**config.mk**
```make
export PLATFORM = sky130hd
export DESIGN_NAME = control_sequencer
export DESIGN_NICKNAME = d
export VERILOG_FILES = /design/src/rtl/control_sequencer.sv
export SDC_FILE = /design/constraint.sdc
export NUM_CORES = 1
export LEC_CHECK = 0
export BUFFER_PORTS_ARGS = -buffer_cell sky130_fd_sc_hd__buf_2
export CAP_MARGIN = 20
export CORE_UTILIZATION = 44
export DETAILED_ROUTE_END_ITERATION = 16
export GPL_TIMING_DRIVEN = 0
export PLACE_DENSITY = 0.95
export SLEW_MARGIN = 20
export SYNTH_ARGS = -nofsm -noshare
export SYNTH_HDL_FRONTEND = slang
export SYNTH_SLANG_ARGS = --single-unit
```
**constraint.sdc**
```tcl
create_clock -name clock -period 3.7 [get_ports clock]
set_input_delay 0.555 -clock clock [delete_from_list [all_inputs] [get_ports clock]]
set_output_delay 0.555 -clock clock [all_outputs]
set_load 0.02 [all_outputs]
```
**src/rtl/control_sequencer.sv**
```systemverilog
// ----------------------------------------------------------------------------
// control_sequencer
//   Hardwired Moore control unit for a small bus-based CPU. Walks every
//   instruction through a three-step fetch (T0-T2) and up to four execute
//   steps (T3-T6). Every output is a combinational function of the current
//   state and ir. In T6 the branch write-back also depends on con_ff.
//
// Ports
//   clock       in   1   rising-edge system clock
//   clear       in   1   asynchronous reset, active low
//   ir          in  32   instruction register: op=ir[31:27], Ra=ir[26:23],
//                        Rb=ir[22:19], Rc=ir[18:15]
//   con_ff      in   1   branch condition (Ra == 0), valid the cycle after CONin
//   Rin         out 32   bus-load enables: 0-15 R0-R15, 19 Zlow, 20 PC, 21 MDR
//   Rout        out 32   bus-drive selects: 0-15 R0-R15, 19 Zlow, 20 PC,
//                        21 MDR, 23 C (sign-extended ir[18:0])
//   ALUControl  out 16   ALU operation code
//   IRin, MARin, RYin, MDRread, CONin   out 1 each   single-register enables
//   run         out  1   high while instructions are being executed
// ----------------------------------------------------------------------------
module control_sequencer (
   input  logic        clock,
   input  logic        clear,
   input  logic [31:0] ir,
   input  logic        con_ff,
   output logic [31:0] Rin,
   output logic [31:0] Rout,
   output logic [15:0] ALUControl,
   output logic        IRin,
   output logic        MARin,
   output logic        RYin,
   output logic        MDRread,
   output logic        CONin,
   output logic        run
);

   // Special-register bit positions on the Rin / Rout vectors
   localparam int ZLOW_BIT = 19;
   localparam int PC_BIT   = 20;
   localparam int MDR_BIT  = 21;
   localparam int C_BIT    = 23;

   localparam logic [15:0] ALU_ADD   = 16'd1;
   localparam logic [15:0] ALU_INCPC = 16'd9;

   localparam logic [4:0] OP_BRZR = 5'd11;
   localparam logic [4:0] OP_HALT = 5'd13;

   typedef enum logic [3:0] {
      ST_RST,
      ST_T0,
      ST_T1,
      ST_T2,
      ST_T3,
      ST_T4,
      ST_T5,
      ST_T6,
      ST_HALT
   } state_t;

   state_t state_reg;
   state_t state_next;

   // Instruction fields; only consulted from T3 onward, when ir is valid
   logic [4:0] op;
   logic [4:0] ra_idx;
   logic [4:0] rb_idx;
   logic [4:0] rc_idx;
   logic       is_rform;
   logic       is_iform;
   logic       is_brzr;
   logic [15:0] alu_code;

   // The immediate itself goes straight to the datapath via the C register
   logic unused_ir_bits;
   assign unused_ir_bits = ^ir[14:0];

   assign op       = ir[31:27];
   assign ra_idx   = {1'b0, ir[26:23]};
   assign rb_idx   = {1'b0, ir[22:19]};
   assign rc_idx   = {1'b0, ir[18:15]};
   assign is_rform = (op <= 5'd7);
   assign is_iform = (op >= 5'd8) && (op <= 5'd10);
   assign is_brzr  = (op == OP_BRZR);

   always_comb begin
      alu_code = 16'd0;
      case (op)
         5'd0:    alu_code = 16'd1;   // add
         5'd1:    alu_code = 16'd2;   // sub
         5'd2:    alu_code = 16'd3;   // and
         5'd3:    alu_code = 16'd4;   // or
         5'd4:    alu_code = 16'd5;   // shr
         5'd5:    alu_code = 16'd6;   // shl
         5'd6:    alu_code = 16'd7;   // rol
         5'd7:    alu_code = 16'd8;   // ror
         5'd8:    alu_code = 16'd1;   // addi
         5'd9:    alu_code = 16'd3;   // andi
         5'd10:   alu_code = 16'd4;   // ori
         default: alu_code = 16'd0;
      endcase
   end

   // State register: clear drops the sequencer into RST at once
   always_ff @(posedge clock or negedge clear) begin
      if (!clear) begin
         state_reg <= ST_RST;
      end else begin
         state_reg <= state_next;
      end
   end

   // Next-state logic
   always_comb begin
      state_next = state_reg;
      case (state_reg)
         ST_RST:  state_next = ST_T0;
         ST_T0:   state_next = ST_T1;
         ST_T1:   state_next = ST_T2;
         ST_T2:   state_next = ST_T3;
         ST_T3:   state_next = (op == OP_HALT) ? ST_HALT : ST_T4;
         ST_T4:   state_next = ST_T5;
         ST_T5:   state_next = is_brzr ? ST_T6 : ST_T0;
         ST_T6:   state_next = ST_T0;
         ST_HALT: state_next = ST_HALT;
         default: state_next = ST_RST;
      endcase
   end

   // Output logic
   always_comb begin
      Rin        = 32'd0;
      Rout       = 32'd0;
      ALUControl = 16'd0;
      IRin       = 1'b0;
      MARin      = 1'b0;
      RYin       = 1'b0;
      MDRread    = 1'b0;
      CONin      = 1'b0;
      run        = (state_reg != ST_RST) && (state_reg != ST_HALT);

      case (state_reg)
         ST_T0: begin
            // PC -> MAR and start PC+1 into Z in the same step
            Rout[PC_BIT]  = 1'b1;
            MARin         = 1'b1;
            Rin[ZLOW_BIT] = 1'b1;
            ALUControl    = ALU_INCPC;
         end
         ST_T1: begin
            Rout[ZLOW_BIT] = 1'b1;
            Rin[PC_BIT]    = 1'b1;
            MDRread        = 1'b1;
            Rin[MDR_BIT]   = 1'b1;
         end
         ST_T2: begin
            Rout[MDR_BIT] = 1'b1;
            IRin          = 1'b1;
         end
         ST_T3: begin
            if (is_rform || is_iform) begin
               Rout[rb_idx] = 1'b1;
               RYin         = 1'b1;
            end else if (is_brzr) begin
               Rout[ra_idx] = 1'b1;
               CONin        = 1'b1;
            end
         end
         ST_T4: begin
            if (is_rform || is_iform) begin
               // Second operand is Rc for R-format, the constant for I-format
               if (is_rform) begin
                  Rout[rc_idx] = 1'b1;
               end else begin
                  Rout[C_BIT] = 1'b1;
               end
               ALUControl    = alu_code;
               Rin[ZLOW_BIT] = 1'b1;
            end else if (is_brzr) begin
               Rout[PC_BIT] = 1'b1;
               RYin         = 1'b1;
            end
         end
         ST_T5: begin
            if (is_rform || is_iform) begin
               Rout[ZLOW_BIT] = 1'b1;
               Rin[ra_idx]    = 1'b1;
            end else if (is_brzr) begin
               // Branch target PC + C is computed unconditionally
               Rout[C_BIT]   = 1'b1;
               ALUControl    = ALU_ADD;
               Rin[ZLOW_BIT] = 1'b1;
            end
         end
         ST_T6: begin
            // Commit the branch target only when the condition held
            if (con_ff) begin
               Rout[ZLOW_BIT] = 1'b1;
               Rin[PC_BIT]    = 1'b1;
            end
         end
         default: begin
         end
      endcase
   end

endmodule

```
After elaboration in Yosys (flattened, before gate mapping)
Memories as Yosys holds them, arrays and structs flattened.
Index checks and enable logic that the tools add are counted.

word-level totals
  word-level logic and storage cells = 72
  memory bits (read-only) = 64
  bits in registers = 4
  bits of input ports = 35
  memories = 1

memory list
  memory            depth  width  read ports  clocked after Yosys merged registers in  write ports  line  source
  (name not given)  16     4      1           0                                        0            88    case (op)

cells by class
  $lt $le $gt $ge = 9
  reduce and logical (&&, ||, !) cells = 9
  muxes and demuxes = 41
  equality and inequality tests = 11

operators by type and width
  cell                  count
  $mux W16              8
  $pmux W16 S3          1
  $pmux W19 S2          1
  $pmux W4 S8           1
  $mux W20              1
  $lt A4 B6 Y1 const B  3
  $eq A4 B3 Y1 const B  4
  $pmux W8 S2           1
  $mux W1               14
  $demux W1 S4          3
  $ge A4 B1 Y1 const B  3
  $pmux W1 S3           4
  $eq A5 B4 Y1 const B  2
  $eq A4 B2 Y1 const B  2
  $mux W3               2
  $pmux W1 S2           3
  $ge A5 B4 Y1 const B  1
  $le A5 B3 Y1 const B  1
  $le A5 B4 Y1 const B  1
  $logic_and A1 B1 Y1   5
  $pmux W1 S5           1
  $eq A4 B1 Y1 const B  1
  $eq A4 B4 Y1 const B  1
  $logic_not A4 Y1      1
  other kinds (5)       5

Longest topological paths before layout
  depth in word-level cells = 7
  gate-level depth with buffers = 6
  mapped depth without buffers = 6

Worst setup path before layout
Ideal clock, no wire load.

  path type = input-to-output
  start = in ir[27]
  end = out Rin[10]
  cell stages on the path = 6
  buffers on the path = 1
  setup slack = 0.858 ns
  required time = 3.145 ns
  arrival time = 2.287 ns
  cell sequence = ha_1 > and3b_1 > o21ai_4 > nand2_1 > buf_1 > nor4_1

on the way
  longest elaborated chain between the ends = 5
  elaborated cells on any way between the ends = 7

ends and longest elaborated chain
  item                                                 line  source
  start: declaration                                   24    input logic [31:0] ir,
  $ge A5 B4 Y1 / $le A5 B4 Y1 (equally long branches)  83    assign is_iform = (op >= 5'd8) && (op <= 5'd10);
  $logic_and A1 B1 Y1                                  83
  $logic_or A1 B1 Y1 (*)                               185   if (is_rform || is_iform) begin
  $mux W16 (*)                                         185
  $mux W16 (*)                                         142   case (state_reg)
  end: declaration                                     26    output logic [31:0] Rin,

Every way passes the cells marked *; elsewhere a longest branch is shown, timed or not.

Final worst setup path
  start = in ir[28]
  end = out Rout[6]

on the way
  longest elaborated chain between the ends = 5
  elaborated cells on any way between the ends = 11

ends and longest elaborated chain
  item                                                 line      source
  $ge A5 B4 Y1 / $le A5 B4 Y1 (equally long branches)  83
  $logic_and A1 B1 Y1                                  83
  $logic_or A1 B1 Y1                                   161, 170
  $mux W20 / $mux W16 (equally long branches)          170, 161
  $pmux W19 S2 (*)                                     142
  end: declaration                                     27        output logic [31:0] Rout,

Marked as above.

==> results.txt <==
clock buffer depth - 2
register area share after synthesis - 0.0643
final hold violation count - 0
share of the synthesized area in the top cell type - 0.188
crit path launch type - input pin
post-route setup TNS - 0 ns
cts repair resizes - 0
H-tree depth - 1
final setup violation count - 0
cts hold-fix bufs - 0
clock power share - 0.080
number of routed nets with antenna violations - 0
WP data arrival - 2.55 ns
crit share post-route - 0.839
max-cap violations - 0
Max Freq - 0.322 GHz
Switching Share - 0.557
Slew @ Worst Pin - 0.816 ns
post-route DRC violation count - 0
pwr/cell area - 320 nW/um2
IO Port Bufs - 66
fin nets - 377
Placer Congestion - 0.872
Initial DRC Count - 171
total number of vias - 1,924
initial antenna violation count - 0
slew margin rel. - 0.451
vias per inst - 5.05
FP Rows - 21
Critical Path RT - 3.14 ns
RSZ-0062 raised after global routing - no
first-pass GRT wire length - 6370 um
crit end category - output port
Period minus WS final - 3.11 ns
Pleak - 0.00110 uW
critical path launch point - ir[28]
EDFF count, synth - 0
Synth-to-Final Area Change - 35.0%
layout cells sized above 1 - 0.391
reg2reg start - state_reg[2]
synth top area cells - buf_4 19%, a22oi_1 7.7%, nor2_1 7.2%
CORE AREA - 3360 um2
Critical Path Fanout Max - 10
Clock Sinks - 4
internal power - 298 uW
Inserted Clock Buffers - 3
Mapped Cells - 230
GR Overflow Total - 0
Layout Utilization - 0.625
YS warnings - 0
postcts setup bufs - 0
flops & latches, synth - 4
outcome - completed
maximum VDD drop - 0.417 mV
ys flop type - dfrtp_1
routed wire length - 4310 um
Crit Path Class - input pin to output port
drt first pass iters - 4
sw power - 375 uW
total I/O pin count - 121
Hold Crit Class - input pin to asynchronous set/reset pin
Skew-Pair Late Insertion Delay - 0.23 ns
Sequential Power Share - 0.131
CTS tree - done
die height - 61.5 um
max FFs per register - 4
Logic pwr share - 0.789
Initial Util - 0.463
Die W - 61.5 um
worst hold slack - 0.119 ns
CTS clk-pin slew, worst paths - 0.04 ns
largest net degree at the start of global routing - 11
wire length per cell - 11.3 um
DP Wirelength - 3510 um
clock tree root driver cell - clkbuf_4
Avg Cell Area, Syn - 6.77 um2
Synth area leader - buf_4
GRT Overall Usage - 0.216
die area - 3780 um2
Slew Viols, Final - 0
Synth Cell Area - 1560 um2
unique cell type count in the Yosys netlist - 51
n_diodes - 0
ys async rst share - 1.00
via count of the first global-routing pass - 1,479
Clock Skew - 0.00724 ns
-- kinds of logic after synthesis --
kind of cell             synth area share
AO/OA/AOI/OAI                       0.218
buffers and inverters               0.252
flip-flops                         0.0643
multiplexers                       0.0201
other                             0.00241
AND/OR/NAND/NOR                     0.403
adder cells (fa/ha/maj)            0.0402
-- power by group through the flow --
stage / sequential, uW / combinational [uW] / clock (uW)
detailed placement: 87.7 / 525 / 0
floorplan: 81.0 / 404 / 0
global placement: 85.3 / 514 / 0
finish: 88.3 / 531 / 53.5
global route: 91.2 / 580 / 58.2
CTS: 87.3 / 527 / 55.1
-- area by class of cell --
class | count | area, um2
fill | 331 | 1260
multi-input combinational | 203 | 1200
buffer | 54 | 374
timing repair buffer | 66 | 330
sequential | 4 | 100
tap | 46 | 57.6
clock buffer | 3 | 22.5
inverter | 5 | 18.8
-- worst max-delay path: stages --
cell     delay [ns]
buf_2          0.19
ha_1           0.31
and4b_1        0.27
nor4_1         0.69
a22oi_1        0.21
o21ai_0        0.13
buf_2          0.19
-- per-layer routing --
layer	part of all wire	vias to the layer above	global-route usage
li1	-	967	-
met1	0.41	858	0.284
met2	0.50	93	0.376
met3	0.073	6	0.0252
met4	0.011	0	0.0571
met5	0	-	0
-- metrics by stage --
stage	power, uW	setup slack, ns	area (um2)	cells
2_1_floorplan	485	0.858	1690	266
3_3_place_gp	599	0.724	2080	378
3_5_place_dp	612	0.656	2080	378
4_1_cts	669	0.642	2100	381
5_1_grt	729	0.458	2100	381
6_report	673	0.595	2100	381
-- worst paths after layout --
path                                end  slack [ns]  depth (start not counted)
setup / recovery                Rout[6]        0.59                          7
hold / removal             state_reg[2]        0.12                          1
setup reg to reg           state_reg[2]        2.27                          4
hold reg to reg            state_reg[0]        0.56                          1
max in group asynchronous  state_reg[3]        3.45                          1
min in group clock         state_reg[0]        0.56                          1
-- cells in the mapped netlist, types with 2 or more instances --
master and instances:
a21oi_1 8, a22oi_1 16, buf_1 7, buf_2 2, buf_4 39, buf_6 3
clkbuf_1 3, dfrtp_1 4, ha_1 5, inv_1 4, mux2i_1 2, nand2_1 9
nand2b_1 7, nand3_1 7, nand4_1 2, nor2_1 30, nor2b_1 5, nor3_1 10
nor4_1 10, nor4_2 3, o21a_1 2, o21ai_0 18, or2_2 4, or3_1 2
or3b_2 2
-- cells in the final DEF, fill, tap and decap left out, drive strengths merged, types with 3 or more instances in the layout --
cell type,instances
conb,37
buf,117
nand2,9
inv,5
dfrtp,4
nand2b,7
or3b,3
or2,4
clkbuf,6
nor2,30
nor4,13
a22oi,16
a21oi,8
or3,3
ha,5
nor3,11
o21ai,20
nor2b,5
nand3,7
No activity file was read; power rests on OpenSTA's default activity.
